===== config.mk =====
export PLATFORM = sky130hd
export DESIGN_NAME = bcd_2_bin
export DESIGN_NICKNAME = d
export VERILOG_FILES = /design/src/rtl/bcd_pkg.sv /design/src/rtl/bcd_digit_adj.sv /design/src/rtl/bcd_2_bin.sv
export SDC_FILE = /design/constraint.sdc
export NUM_CORES = 1
export LEC_CHECK = 0
export ABC_AREA = 1
export CORE_ASPECT_RATIO = 0.9
export CORE_UTILIZATION = 40
export CTS_CLUSTER_SIZE = 16
export DETAILED_ROUTE_END_ITERATION = 8
export PLACE_DENSITY = 0.7
export SLEW_MARGIN = 40
export SYNTH_ARGS = -nofsm -noshare
export SYNTH_HDL_FRONTEND = slang
export SYNTH_SLANG_ARGS = --single-unit

===== constraint.sdc =====
create_clock -name clk -period 1.1 [get_ports clk]
set_input_delay 0.165 -clock clk [delete_from_list [all_inputs] [get_ports clk]]
set_output_delay 0.165 -clock clk [all_outputs]
set_load 0.005 [all_outputs]

===== src/rtl/bcd_pkg.sv =====
// Shared types and constants for the packed-BCD to binary converter.
// The optional nibble check is enabled by defining BCD_CHECK_EN.
package bcd_pkg;

    typedef enum logic [1:0] {
        ST_IDLE  = 2'd0,
        ST_SHIFT = 2'd1,
        ST_DONE  = 2'd2
    } state_t;

    localparam logic [3:0] BCD_DIGIT_MAX  = 4'd9;
    localparam logic [3:0] BCD_ADJ_THRESH = 4'd8;
    localparam logic [3:0] BCD_ADJ        = 4'd3;

    // Smallest width that holds 10**digits - 1, i.e. ceil(log2(10**digits)).
    function automatic int unsigned bin_width(input int unsigned digits);
        longint unsigned p;
        int unsigned     w;
        p = 1;
        for (int unsigned i = 0; i < digits; i++)
            p = p * 10;
        w = 0;
        while ((64'd1 << w) < p)
            w++;
        return w;
    endfunction

endpackage


===== src/rtl/bcd_digit_adj.sv =====
// One BCD digit correction cell: subtracts 3 when the nibble is 8 or more.
// Inverse of the add-3 cell used in binary-to-BCD conversion.
module bcd_digit_adj
    import bcd_pkg::*;
(
    input  logic [3:0] d,
    output logic [3:0] q
);

    always_comb begin
        q = d;
        if (d >= BCD_ADJ_THRESH)
            q = d - BCD_ADJ;
    end

endmodule


===== src/rtl/bcd_2_bin.sv =====
// Sequential packed-BCD to binary converter (reverse double dabble, one bit per clock).
// Define BCD_CHECK_EN to flag operands containing a nibble above 9 via err.
module bcd_2_bin
    import bcd_pkg::*;
#(
    parameter int DIGITS = 3,
    parameter int BIN_W  = bin_width(DIGITS)
) (
    input  logic                  clk,
    input  logic                  rst,
    input  logic [4*DIGITS-1:0]   bcd_in,
    input  logic                  in_valid,
    output logic                  in_ready,
    output logic [BIN_W-1:0]      bin_out,
    output logic                  out_valid,
    input  logic                  out_ready,
    output logic                  err
);

    localparam int BCD_W = 4 * DIGITS;
    localparam int SR_W  = BCD_W + BIN_W;
    localparam int CNT_W = $clog2(BIN_W + 1);

    localparam logic [CNT_W-1:0] CNT_LAST = CNT_W'(BIN_W - 1);

    state_t             state_q;
    state_t             state_d;
    logic [SR_W-1:0]    sr;
    logic [SR_W-1:0]    sr_shift;
    logic [SR_W-1:0]    sr_next;
    logic [BCD_W-1:0]   bcd_adj;
    logic [CNT_W-1:0]   cnt;
    logic [BIN_W-1:0]   bin_q;
    logic               accept;
    logic               last;

    assign accept   = (state_q == ST_IDLE) && in_valid;
    assign last     = (cnt == CNT_LAST);
    assign sr_shift = sr >> 1;

    // All digits are corrected in the same cycle, after the shift.
    for (genvar g = 0; g < DIGITS; g++) begin : g_adj
        bcd_digit_adj u_adj (
            .d (sr_shift[BIN_W + 4*g +: 4]),
            .q (bcd_adj[4*g +: 4])
        );
    end

    assign sr_next = {bcd_adj, sr_shift[BIN_W-1:0]};

`ifdef BCD_CHECK_EN
    logic bad;
    logic err_q;

    always_comb begin
        bad = 1'b0;
        for (int unsigned i = 0; i < DIGITS; i++)
            if (bcd_in[4*i +: 4] > BCD_DIGIT_MAX)
                bad = 1'b1;
    end

    assign err = err_q;
`else
    assign err = 1'b0;
`endif

    always_ff @(posedge clk) begin
        if (rst)
            state_q <= ST_IDLE;
        else
            state_q <= state_d;
    end

    always_comb begin
        state_d = state_q;
        case (state_q)
            ST_IDLE: begin
                if (in_valid) begin
`ifdef BCD_CHECK_EN
                    state_d = bad ? ST_DONE : ST_SHIFT;
`else
                    state_d = ST_SHIFT;
`endif
                end
            end
            ST_SHIFT: if (last)      state_d = ST_DONE;
            ST_DONE:  if (out_ready) state_d = ST_IDLE;
            default:                 state_d = ST_IDLE;
        endcase
    end

    always_comb begin
        in_ready  = (state_q == ST_IDLE);
        out_valid = (state_q == ST_DONE);
    end

    always_ff @(posedge clk) begin
        if (rst) begin
            sr    <= '0;
            cnt   <= '0;
            bin_q <= '0;
`ifdef BCD_CHECK_EN
            err_q <= 1'b0;
`endif
        end else begin
            if (accept) begin
                sr  <= {bcd_in, {BIN_W{1'b0}}};
                cnt <= '0;
`ifdef BCD_CHECK_EN
                err_q <= bad;
                if (bad)
                    bin_q <= '0;
`endif
            end else if (state_q == ST_SHIFT) begin
                sr  <= sr_next;
                cnt <= cnt + 1'b1;
                if (last)
                    bin_q <= sr_next[BIN_W-1:0];
            end
        end
    end

    assign bin_out = bin_q;

endmodule


### Yosys cells after proc, flatten, opt, wreduce, memory -nomap -nowiden

Cells that the tools add are included.

| storage, ports and cells | value |
|---|---|
| bits in registers | 38 |
| bits of input ports | 16 |
| word-level logic and storage cells | 34 |

| operators by class | value |
|---|---|
| $add $sub $neg | 4 |
| magnitude comparators | 3 |
| equality and inequality tests | 6 |
| multiplexer cells | 9 |
| bitwise logic cells | 1 |
| reductions and logical operators | 6 |

Operators with widths:

| kind | count |
|---|---|
| 22-bit 2-to-1 mux | 2 |
| 4-bit 2-to-1 mux | 3 |
| 4-bit greater-or-equal comparator (second input constant) | 2 |
| 4-bit by 2-bit subtractor with 4-bit output (second input constant) | 2 |
| 2-bit 2-to-1 mux | 3 |
| 2-bit one-hot mux with 3 select lines | 1 |
| 3-bit AND reduction | 2 |
| 4-bit by 1-bit adder with 4-bit output (second input constant) | 1 |
| 4-bit equality test (second input constant) | 1 |
| 3-bit by 4-bit greater-or-equal comparator with 1-bit output (second input constant) | 1 |
| 2-bit inequality test (second input constant) | 2 |
| 3-bit by 2-bit subtractor with 4-bit output (second input constant) | 1 |
| 2-bit by 1-bit equality test with 1-bit output (second input constant) | 1 |
| 2-bit equality test (second input constant) | 1 |
| 2-bit zero test | 1 |
| 2-bit by 1-bit inequality test with 1-bit output (second input constant) | 1 |
| 2-bit nonzero test | 1 |
| 2-bit OR reduction | 1 |
| 1-bit logical AND | 1 |
| 1-bit inverter | 1 |

### Logic depth before layout (Yosys ltp)

| depth | value |
|---|---|
| depth in word-level cells | 4 |
| mapped depth | 8 |
| gate-level depth less buffers | 8 |

### By module

Synthesis repeated with hierarchy kept, for this count alone.

| unflattened totals | value |
|---|---|
| cells, all modules | 291 |
| area, all modules | 1,961.9 µm² |

By module, submodules not included:

| module | times used | cells an instance | area an instance (µm²) | sequential area each (µm²) |
|---|---|---|---|---|
| bcd_2_bin | 1 | 243 | 1,695.4 | 740.7 |
| bcd_digit_adj | 3 | 16 | 88.8 | 0.0 |

### Worst setup path before layout

OpenSTA, ideal clock, no wires.

| timing path | value |
|---|---|
| path kind | reg-to-reg |
| start point | register cnt[0] |
| end point | register bin_q[4], in the netlist bin_out[4] |
| arrival time | 1.041 ns |
| data required time | 0.984 ns |
| setup slack | -0.056 ns |
| cell stages (with the launch flop) | 8 |
| buffers on the path | 1 |
| cells stage by stage | dfxtp_1 -> ha_1 -> nand3_1 -> nor2_4 -> inv_2 -> buf_6 -> nor2_1 -> nor2_1 |

| between the ends | value |
|---|---|
| cells in the longest elaborated chain, start to end | 2 |

Ends and longest elaborated chain:

| element | line | text |
|---|---|---|
| from (decl) | bcd_2_bin.sv:32 | `logic [CNT_W-1:0] cnt;` |
| from (signal assigned) | bcd_2_bin.sv:116 | `cnt <= cnt + 1'b1;` |
| 4-bit equality test | bcd_2_bin.sv:38 | `assign last = (cnt == CNT_LAST);` |
| 3-bit AND reduction (no line) | -- |  |
| to (signal assigned) | bcd_2_bin.sv:118 | `bin_q <= sr_next[BIN_W-1:0];` |
| to (decl) | bcd_2_bin.sv:33 | `logic [BIN_W-1:0] bin_q;` |

No other way between the ends.
A chain may end at the register's enable or synchronous reset.

### Worst setup path after layout

| timing path | value |
|---|---|
| start point | register cnt[1] |
| end point | register bin_q[8], in the netlist bin_out[8] |

The elaborated chain is that of the path after synthesis.

==> results.toml <==
[logic_synthesis]
synth_adder_area_share_pct = 4.32
synth-compound-area-share_pct = 9.29
ys_top_cells_by_area = "dfxtp_1 43%, nand2_1 13%, nand3_1 9.2%"
syn_avg_cell_area_sq_um = 7.18
yosys-top-cells-count = "62 x nand2_1, 37 x dfxtp_1, 32 x nand3_1"
yosys.area.top_type = "dfxtp_1"
ys_ff_latch = 37
synth_top_family_by_area = "simple AND/OR/NAND/NOR gates"
ys.flop_type = "dfxtp_1"
yosysMostFrequentCell = "nand2_1"
synth_cell_types = 25
seq_area_frac_synth_pct = 42.6
synth_xor_xnor_area_share_pct = 0.504
ys_async_sr_fraction_pct = 0
netlist_area_sq_um = 1740
synth_nets = 264
synth.top_cell.area_share_pct = 42.6
netlist_instances = 242
synth_edf_count = 0
yosysWarnings = 0
yosys.area_share.simple_pct = 31.4
yosys-mux-area-fraction_pct = 0

[floorplan]
ios = 29
core-area_sq_um = 4130
die_w_microns = 71.5
start_util_pct = 42.1
die_h_microns = 64.5
num_rows = 22
die_area_sq_um = 4610

[power]
vdd_drop_max_mv = 0.689
power_density_nw_per_um2 = 1170
power.total_mw = 3.15
p_leak_nw = 1.22

[worst_setup_path]
worst_ep_required_time_ns = 1.33
ff2ff_setup_slack_ns = -0.07
worst_setup_path_end_kind = "flip-flop"
crit_path_top_delay_cell = "dfxtp_2"
startpoint = "cnt[1]$_SDFFE_PP0P_"
r2r_start = "cnt[1]$_SDFFE_PP0P_"
crit_path_start_kind = "flip-flop"
critPathBufInv = 2
cp_max_fo = 4
cp_top_family = "simple AND/OR/NAND/NOR gates"
critPathKind = "flip-flop to flip-flop"
cp_cell_sequence = "inv_2 -> ha_4 -> nand3_4 -> nor2_4 -> buf_6 -> o21ai_0 -> nor2_1"
cp_data_arrival_time_ns = 1.40
slowest_delay_ns = 0.32

[clocking]
clkTransAtPathRegs_ns = 0.08
cts_buffer_depth = 2
cts-root-buf = "clkbuf_8"
clk_latency_ns = 0.30
numCtsBuffers = 5
cts_max_level = 2
cts_tree = "yes"
cts.sinks = 37

[global_route]
grt_max_degree = 18
grt_pass1_wl_microns = 6810
grt_use_total_pct = 18.7
use_met1_pct = 24.3
grt_pass1_vias = 1569
grt_antenna_before_repair = 0
busiest_layer = "met2"
use_met3_pct = 3.73
overflow = 0
met2_usage_pct = 31.2

[routing]
wl_per_cell_microns = 12.3
viasPerCell = 4.87
drc = 0
num_vias = 1695
drt_iter0_markers = 122
drt_wl_total_microns = 4280
ant_nets = 0
drtPass1Iterations = 7

[timing]
slew_viol_final = 0
setup_tns_ns = -0.958
max_freq_mhz = 852
finalHoldViolations = 0
finalSetupViolations = 25
fin_crit_sh_pct = 107
clock_skew_ns = 0.0104
min_period_ns = 1.17
rsz0062_at_grt = "yes"
worst_slack_ns = -0.0743

[finish]
fin_nets = 321
design_area_sq_um = 2690
diodes = 0
area_growth_pct = 54.9
register_area_sq_um = 764
multi_input_area_sq_um = 1050
fillers = 315
final_util_pct = 65.2
drive_above_1_share_pct = 38.3

[run]
max_cap_viol_count = 0

[min_path]
hold_path_class = "flip-flop to flip-flop"
min-delay-start = "sr[1]$_SDFFE_PP0P_"

[placed_design]
hpwl_microns = 2590
place_congestion = 0.761
placed_area_sq_um = 2240
port_buffers = 27

[run_status]
outcome = "finished with violations"
violations = "setup timing"
## tightest hold or removal path: stages, from the launching register on
cell	delay, ns
dfxtp_1	0.32
nand2_1	0.06
a21oi_1	0.05
## repair_timing
item	CTS	global route
setup endpoints to repair	37	39
resized for setup	68	39
hold buffers	0	0
gates cloned	1	0
pin swaps	21	11
setup buffers	3	1
## metrics by stage
step | worst slack [ns] | std cells | hold WS, ns
2_1_floorplan | 0.00144 | 242 | 0.227
3_3_place_gp | -0.147 | 336 | 0.451
3_5_place_dp | -0.168 | 336 | 0.458
4_1_cts | -0.0969 | 347 | 0.458
5_1_grt | -0.165 | 348 | 0.484
6_report | -0.0743 | 348 | 0.472
## layout by cell type, fill, tap and decap left out, types with 2 or more instances in the layout
cell type,count
nor2_2,2
nor2_1,23
clkdlybuf4s50_1,15
buf_4,21
dfxtp_2,10
ha_4,3
nand3_1,10
o21ai_4,2
o21ai_0,2
a31oi_1,3
nand2_1,60
nor2_4,3
ha_1,2
dfxtp_4,3
nand3_4,3
dlygate4sd2_1,10
a21oi_1,6
buf_6,13
clkbuf_8,5
inv_1,18
dfxtp_1,24
a21oi_2,6
o21ai_1,10
nand2_4,2
nand3_2,19
inv_4,3
buf_2,3
inv_2,6
## power by group
group	switching, mW	leakage [nW]	total [mW]	internal [mW]
Sequential	0.0425	0.307	1.42	1.38
Combinational	0.270	0.861	0.540	0.270
Clock	0.515	0.0543	1.19	0.678
Total	0.828	1.22	3.15	2.32
## per-layer routing
layer  vias up  wire, microns
met4         0             34
met3         5            121
met2        23           2140
li1        873              -
met1       794           1990
met5         -              0
## registers in the layout, indices dropped and copies added (netlist names)
register  cells
sr           21
bin_out      10
state_q       2
cnt           4
## final timing paths
kind / to / cells after the start
worst max-delay path: bin_out[8]$_SDFFE_PP0P_ / 7
worst max register to register: bin_out[8]$_SDFFE_PP0P_ / 7
worst min-delay path: sr[1]$_SDFFE_PP0P_ / 2
worst min register to register: sr[1]$_SDFFE_PP0P_ / 2
## cells by family after synthesis
family / after synthesis
and+or+nand+nor: 126
buffers and inverters: 41
DFF: 37
AOI/OAI and AO/OA: 30
adders and majority gates: 6
xor gates and xnor gates: 1
other: 1
## area by class of cell
class | instances | area share, %
well taps | 48 | 2.23
inverters | 27 | 4.04
flip-flops and latches | 37 | 28.4
multi-input cells | 164 | 39.1
repair buffers | 64 | 22.0
clock inverters | 3 | 1.72
clock buffers | 5 | 2.56
No activity file was read; power rests on OpenSTA's default activity.
